===== config.mk =====
export PLATFORM = sky130hd
export DESIGN_NAME = control_sequencer
export DESIGN_NICKNAME = d
export VERILOG_FILES = /design/src/rtl/control_sequencer.sv
export SDC_FILE = /design/constraint.sdc
export NUM_CORES = 1
export LEC_CHECK = 0
export BUFFER_PORTS_ARGS = -buffer_cell sky130_fd_sc_hd__buf_2
export CAP_MARGIN = 30
export CORE_MARGIN = 10
export CORE_UTILIZATION = 35
export CTS_CLUSTER_SIZE = 24
export DETAILED_ROUTE_END_ITERATION = 8
export GPL_ROUTABILITY_DRIVEN = 0
export GPL_TIMING_DRIVEN = 0
export PLACE_DENSITY = 0.75
export SETUP_SLACK_MARGIN = 0.5
export SYNTH_ARGS = -nofsm -noshare
export SYNTH_HDL_FRONTEND = slang
export SYNTH_SLANG_ARGS = --single-unit

===== constraint.sdc =====
create_clock -name clk -period 4.6 [get_ports clk]
set_input_delay 0.46 -clock clk [delete_from_list [all_inputs] [get_ports clk]]
set_output_delay 0.46 -clock clk [all_outputs]
set_load 0.01 [all_outputs]

===== src/rtl/control_sequencer.sv =====
// control_sequencer: hardwired fetch/decode/execute step sequencer for the CPU datapath
//   in : clk, reset (async, active-low), run (fetch gate, T0 only), ir (opcode ir[31:27]), CON_FF (branch condition)
//   out: bus drivers, register-file selects, register loads, one-hot ALU selects,
//        memory/condition-register control, halted
module control_sequencer #(
  parameter int MEM_WAIT = 0,
  parameter int STEP_W = 4
) (
  input  logic        clk,
  input  logic        reset,
  input  logic        run,
  input  logic [31:0] ir,
  input  logic        CON_FF,
  output logic        HIout, LOout, Zhighout, Zlowout, PCout, MDRout, INout, Cout, MARout,
  output logic        Gra, Grb, Grc, Rin, Rout, BAout, PCSave,
  output logic        HIin, LOin, PCin, IRin, Zin, Yin, MARin, MDRin, CONin, OUT_Portin, IncPC,
  output logic        ADD, SUB, AND, OR, SHR, SHRA, SHL, ROR, ROL, MUL, DIV, NEG, NOT,
  output logic        Read, read_mem, write_mem, CON_RESET,
  output logic        halted
);
  typedef enum logic [1:0] {RST, FETCH, EXEC, HALT} state_t;
  localparam logic [STEP_W-1:0] T0 = STEP_W'(0), T1 = STEP_W'(1), T2 = STEP_W'(2), T3 = STEP_W'(3);
  localparam logic [STEP_W-1:0] T4 = STEP_W'(4), T5 = STEP_W'(5), T6 = STEP_W'(6), T7 = STEP_W'(7);
  localparam logic [STEP_W-1:0] WAIT_INIT = STEP_W'(MEM_WAIT);
  state_t state_q, state_d;
  logic [STEP_W-1:0] step_q, step_d, wait_q, wait_d, last, nxt;
  logic [4:0] op;
  logic is_ld, is_ldi, is_st, is_r, is_imm, is_md, is_nn, is_br, is_halt, mem, alu_en, add_fix;
  logic unused_ir;
  assign op = ir[31:27];
  assign unused_ir = ^ir[26:0];
  assign is_ld = op == 5'd0;
  assign is_ldi = op == 5'd1;
  assign is_st = op == 5'd2;
  assign is_r = op >= 5'd3 && op <= 5'd11;
  assign is_imm = op >= 5'd12 && op <= 5'd14;
  assign is_md = op == 5'd15 || op == 5'd16;
  assign is_nn = op == 5'd17 || op == 5'd18;
  assign is_br = op == 5'd19;
  assign is_halt = op == 5'd27;
  // final step of each instruction; nop, halt and undefined opcodes end at T2
  assign last = (is_ld || is_st) ? T7 :
                (is_md || is_br) ? T6 :
                (is_ldi || is_r || is_imm) ? T5 :
                (is_nn || op == 5'd21) ? T4 :
                (op >= 5'd20 && op <= 5'd25) ? T3 : T2;
  // steps that touch memory stretch by the wait counter
  assign mem = (state_q == FETCH && step_q == T1) ||
               (state_q == EXEC && ((is_ld && step_q == T6) || (is_st && step_q == T7)));
  assign nxt = step_q + STEP_W'(1);
  always_ff @(posedge clk or negedge reset)
    if (!reset) begin
      state_q <= RST;
      step_q <= T0;
      wait_q <= WAIT_INIT;
    end else begin
      state_q <= state_d;
      step_q <= step_d;
      wait_q <= wait_d;
    end
  always_comb begin
    state_d = state_q;
    step_d = step_q;
    wait_d = wait_q;
    if (state_q == RST) begin
      state_d = FETCH;
      step_d = T0;
      wait_d = WAIT_INIT;
    end else if (state_q != HALT && !(mem && wait_q != '0) && !(step_q == T0 && !run)) begin
      wait_d = WAIT_INIT;
      step_d = step_q == last ? T0 : nxt;
      state_d = step_q == last ? (is_halt ? HALT : FETCH) : (nxt >= T3 ? EXEC : FETCH);
    end else if (mem) wait_d = wait_q - STEP_W'(1);
  end
  always_comb begin
    {HIout, LOout, Zhighout, Zlowout, PCout, MDRout, INout, Cout, MARout} = '0;
    {Gra, Grb, Grc, Rin, Rout, BAout, PCSave} = '0;
    {HIin, LOin, PCin, IRin, Zin, Yin, MARin, MDRin, CONin, OUT_Portin, IncPC} = '0;
    {Read, read_mem, write_mem, CON_RESET, halted, alu_en, add_fix} = '0;
    // reset gates the decode so outputs drop the moment reset asserts
    if (reset)
      case (state_q)
        RST: CON_RESET = 1'b1;
        HALT: halted = 1'b1;
        FETCH:
          case (step_q)
            T0: if (run) {IncPC, MARin, PCin} = '1;
            T1: {Read, read_mem, MDRin} = '1;
            T2: {MDRout, IRin} = '1;
            default: ;
          endcase
        EXEC:
          case (step_q)
            T3: begin
              if (is_ld || is_ldi || is_st) {Grb, BAout, Yin} = '1;
              if (is_r || is_imm) {Grb, Rout, Yin} = '1;
              if (is_md) {Gra, Rout, Yin} = '1;
              if (is_nn) {Grb, Rout, alu_en, Zin} = '1;
              if (is_br) {Gra, Rout, CONin} = '1;
              if (op == 5'd20) {Gra, Rout, PCin} = '1;
              if (op == 5'd21) PCSave = 1'b1;
              if (op == 5'd22) {INout, Gra, Rin} = '1;
              if (op == 5'd23) {Gra, Rout, OUT_Portin} = '1;
              if (op == 5'd24) {LOout, Gra, Rin} = '1;
              if (op == 5'd25) {HIout, Gra, Rin} = '1;
            end
            T4: begin
              if (is_ld || is_ldi || is_st) {Cout, add_fix, Zin} = '1;
              if (is_r) {Grc, Rout, alu_en, Zin} = '1;
              if (is_imm) {Cout, alu_en, Zin} = '1;
              if (is_md) {Grb, Rout, alu_en, Zin} = '1;
              if (is_nn) {Zlowout, Gra, Rin} = '1;
              if (is_br) {PCout, Yin} = '1;
              if (op == 5'd21) {Gra, Rout, PCin} = '1;
            end
            T5: begin
              if (is_ld || is_st) {Zlowout, MARin} = '1;
              if (is_ldi || is_r || is_imm) {Zlowout, Gra, Rin} = '1;
              if (is_md) {Zlowout, LOin} = '1;
              if (is_br) {Cout, add_fix, Zin} = '1;
            end
            T6: begin
              if (is_ld) {Read, read_mem, MDRin} = '1;
              if (is_st) {Gra, Rout, MDRin} = '1;
              if (is_md) {Zhighout, HIin} = '1;
              if (is_br && CON_FF) {Zlowout, PCin} = '1;
            end
            T7: begin
              if (is_ld) {MDRout, Gra, Rin} = '1;
              if (is_st) write_mem = 1'b1;
            end
            default: ;
          endcase
      endcase
    // alu_en selects the opcode's own operation; add_fix is the address/offset add
    ADD = add_fix | (alu_en & (op == 5'd3 | op == 5'd12));
    SUB = alu_en & (op == 5'd4);
    AND = alu_en & (op == 5'd5 | op == 5'd13);
    OR = alu_en & (op == 5'd6 | op == 5'd14);
    ROR = alu_en & (op == 5'd7);
    ROL = alu_en & (op == 5'd8);
    SHR = alu_en & (op == 5'd9);
    SHRA = alu_en & (op == 5'd10);
    SHL = alu_en & (op == 5'd11);
    DIV = alu_en & (op == 5'd15);
    MUL = alu_en & (op == 5'd16);
    NEG = alu_en & (op == 5'd17);
    NOT = alu_en & (op == 5'd18);
  end
endmodule


# Yosys cells after proc, flatten, opt, wreduce, memory -nomap -nowiden

Cells that the tools add are included.

Flip-flop bits (word level): 10
Input port bits: 36
Output and inout port bits: 45

Add/sub/neg operators: 2
Order comparisons: 7
Eq/ne operators: 38
Mux-type cells: 154
Bitwise gates (word level): 17
Reduce and logical (&&, ||, !) cells: 33

Operators with widths:

| operator            | number |
|---|---|
| $mux 1              | 123 |
| $eq 5x5->1 const B  | 11 |
| $eq 5x4->1 const B  | 8 |
| $mux 4              | 6 |
| $eq 5x3->1 const B  | 4 |
| $pmux 1 s2          | 10 |
| $eq 4x3->1 const B  | 4 |
| $and 1x1->1         | 13 |
| $logic_and 1x1->1   | 12 |
| $logic_or 1x1->1    | 12 |
| $mux 3              | 4 |
| $pmux 1 s3          | 4 |
| $eq 5x2->1 const B  | 2 |
| $le 5x4->1 const B  | 2 |
| $mux 2              | 5 |
| $eq 4x2->1 const B  | 2 |
| $eq 5x1->1 const B  | 1 |
| $ge 5x2->1 const B  | 1 |
| $ge 5x4->1 const B  | 1 |
| $ge 5x5->1 const B  | 1 |
| $le 5x5->1 const B  | 1 |
| $logic_not 5->1     | 1 |
| $pmux 1 s5          | 1 |
| $add 4x1->4 const B | 1 |
| other kinds (15)    | 21 |

# Logic depth before layout (Yosys ltp)

Depth after elaboration: 12
Mapped depth: 8

# Least setup slack after synthesis

Ideal clock, no wire load.

Path kind: reg2out
Start point: register step_q[1]
End point: output Gra
Data arrival time: 1.970 ns
Data required time: 4.140 ns
Slack: 2.170 ns
Cell stages (with the launch flop): 6
Cell sequence: dfrtp_1 ha_1 clkbuf_1 or3b_2 o211a_1 a2111oi_2

Longest elaborated chain between the ends: 4

RTL lines:

| what                                            | line | RTL |
|---|---|---|
| start: declaration                              | 26   | `logic [STEP_W-1:0] step_q, step_d, wait_q, wait_d, last, nxt;` |
| start signal: assignment                        | 58   | `step_q <= step_d;` |
| $eq 4x3->1 / $eq 4x2->1 (equally long branches) | 93   | `case (step_q)` |
| $pmux 1 s5 (*)                                  | 93   |  |
| $mux 1 (*)                                      | 82   | `case (state_q)` |
| $mux 1 (*)                                      | 81   | `if (reset)` |
| end: declaration                                | 15   | `output logic Gra, Grb, Grc, Rin, Rout, BAout, PCSave,` |

Every way passes the cells marked *; elsewhere a longest branch is shown, timed or not.

# Worst setup path in the final report

Start point: register step_q[1]
End point: output PCSave

Longest elaborated chain between the ends: 4

RTL lines:

| what             | line |
|---|---|
| $eq 4x2->1       | 93 |
| $mux 1           | 93 |
| $mux 1           | 82 |
| $mux 1           | 81 |
| end: declaration | 15 |

Every way passes these cells.

==> qor.yml <==
outcome: "finished, final reports clean"
cts_hold_repair.buffers: 0
nets: 363
finalPower_uw: 811
cp_slowest_stage_delay_ps: 520
yosysTopAreaCellShare: 0.141
seqCellArea_sq_um: 250
initial_core_util: 0.369
syn-num-nets: 308
power.share.clock: 0.109
setup_tns_ps: 0
root_buffer: "clkbuf_8"
finalClockSkew_ps: 3.30
grt_max_degree: 14
drcViolationCount: 0
die_w_um: 91.2
rsz0062_at_grt: "no"
final_common_cell: "buf_2"
antennaDiodeCount: 0
most-common-layout-cells: "buf_2, nor2_1, nand2_1, a21oi_1, nor3_1"
grt_pass1_vias: 1951
place_worst_setup_slack_ps: 1850
met2_usage: 0.220
yosysTopAreaCell: "dfrtp_1"
cts_sinks: 10
htree_levels: 1
synthXorXnorAreaFrac: 0.0148
p_int_uw: 387
drive_above_1_share: 0.248
synth_seq_cells: 10
fin_worst_hold_slack_ps: 107
gr-usage-all-layers: 0.128
wl_mm: 5.68
cp_common_cell: "nor2_1"
synth_top_family_by_area: "simple AND/OR/NAND/NOR gates"
seqPwrFrac: 0.197
fin_crit_sh: 0.661
async_flop_share: 1.00
clock_latency_ps: 230
critPathBufInv: 2
grt_pass1_wl_mm: 9.34
grt_use_met3: 0.0272
ant_nets: 0
syn_inst: 262
nFillCells: 520
cp.required_ps: 4140
stdcell_count: 382
vias: 2154
area_delta_synth_final_pct: 21.1
antenna_found_initial: 0
fmax_mhz: 329
slew_violations: 0
dpl_cell_area_sq_um: 2110
dpl.cell_count: 379
powerDensity_nw_per_um2: 377
core_area_sq_um: 4820
cp-end-kind: "primary output"
setup_ws_ps: 1560
slowest_stage: "or3b_2"
cts_tree: "built"
io_buffer_count: 50
comb_power_share: 0.694
cts.clk_slew.worst_paths_ps: 50
vias_per_cell: 5.64
grt-busiest-layer: "met2"
finalHoldViolCount: 0
crit_family: "simple AND/OR/NAND/NOR gates"
synth.lib_cells_used.distinct: 62
power_switching_uw: 424
multi_input_area_sq_um: 1370
numCtsBuffers: 3
synth_compound_area_frac: 0.270
synthAdderAreaFrac: 0.0705
yosys-top-cells-area: "dfrtp_1, nor2_1, ha_1, a21oi_1, nand2_1"
ys_warn_count: 0
dieArea_sq_um: 8320
p_leak_nw: 0.954
synthMuxAreaShare: 0.0176
drt-pass1-iter-count: 5
switching_share: 0.523
synth-main-ff-cell: "dfrtp_1"
cap_violations: 0
globalRouteMet1Util: 0.158
overflow: 0
num_io_pins: 81
cp_cell_sequence: "ha_1 > clkbuf_1 > or3b_2 > nor2_1 > nand3_1 > nor2_1 > buf_2"
finalInstanceArea_sq_um: 2150
worstSetupPathType: "flop to primary output"
cts_setup_buffers: 0
ys_seq_area_frac: 0.141
fin_crit_ps: 3040
fin_util: 0.446
path_max_fanout: 10
netlist_area_sq_um: 1780
dpl.hpwl_mm: 4.46
die_y_um: 91.2
cts_resized: 0
drt_iter0_markers: 240
setup_viol: 0
avgSynthCellArea_sq_um: 6.78
startpoint_type: "flop"
cp.arrival_ps: 2580
cts_buffer_depth: 2
drt-wirelength-per-cell_um: 14.9
ir_drop_mv: 0.235
hp-class: "input port to asynchronous set/reset pin"
yosys.area_share.simple: 0.397
synth_enable_flop_cells: 0
rows: 25
## cell type report
| cell class | count | share of cell area |
|---|---|---|
| clock buffer | 3 | 0.0192 |
| buffer | 24 | 0.0547 |
| sequential | 10 | 0.116 |
| inverter | 10 | 0.0175 |
| multi-input combinational | 218 | 0.637 |
| timing repair buffer | 50 | 0.116 |
| tap | 67 | 0.0390 |
## per-layer routing
| layer | vias up | wire (um) | share of wire |
|---|---|---|---|
| li1 | 1055 | - | - |
| met1 | 1012 | 2320 | 0.41 |
| met2 | 78 | 2820 | 0.50 |
| met3 | 9 | 462 | 0.081 |
| met4 | 0 | 70 | 0.012 |
| met5 | - | 0 | 0 |
## power groups by stage
stage | Clock, mW | Combinational, mW | Sequential [mW]
6_report | 0.0885 | 0.563 | 0.160
4_1_cts | 0.0919 | 0.560 | 0.160
3_5_place_dp | 0 | 0.554 | 0.161
3_3_place_gp | 0 | 0.545 | 0.160
5_1_grt | 0.0959 | 0.640 | 0.166
2_1_floorplan | 0 | 0.434 | 0.152
## Yosys cell counts, drive strengths merged (6+ instances only)
library cell	number
nor2	41
nand2	21
a21oi	17
nor3	16
clkbuf	14
o21ai	13
buf	10
dfrtp	10
ha	10
inv	10
nand3	9
and2	8
nor4	7
a31oi	6
nand4	6
nor2b	6
## path summary, 6_finish.rpt
| check | startpoint | cells after the start | slack (ps) | end |
|---|---|---|---|---|
| worst max-delay path | step_q[1] | 7 | 1560 | PCSave |
| worst min-delay path | reset | 1 | 110 | wait_q[0] |
| worst max register to register | step_q[0] | 7 | 2100 | state_q[1] |
| worst min register to register | wait_q[2] | 2 | 590 | wait_q[2] |
| max in group asynchronous | reset | 1 | 4260 | step_q[3] |
| min in group clk | wait_q[2] | 2 | 590 | wait_q[2] |
## state kept, by name, summed over array words and instances (netlist names)
signal and count:
step_q 4, wait_q 4, state_q 2
## cells by family after synthesis
group | Yosys count
compound gates | 66
xor+xnor | 3
fa+ha+maj | 10
buf+inv | 34
flops | 10
mux | 3
other cells | 1
simple gates | 135
No activity file was read; power rests on OpenSTA's default activity.
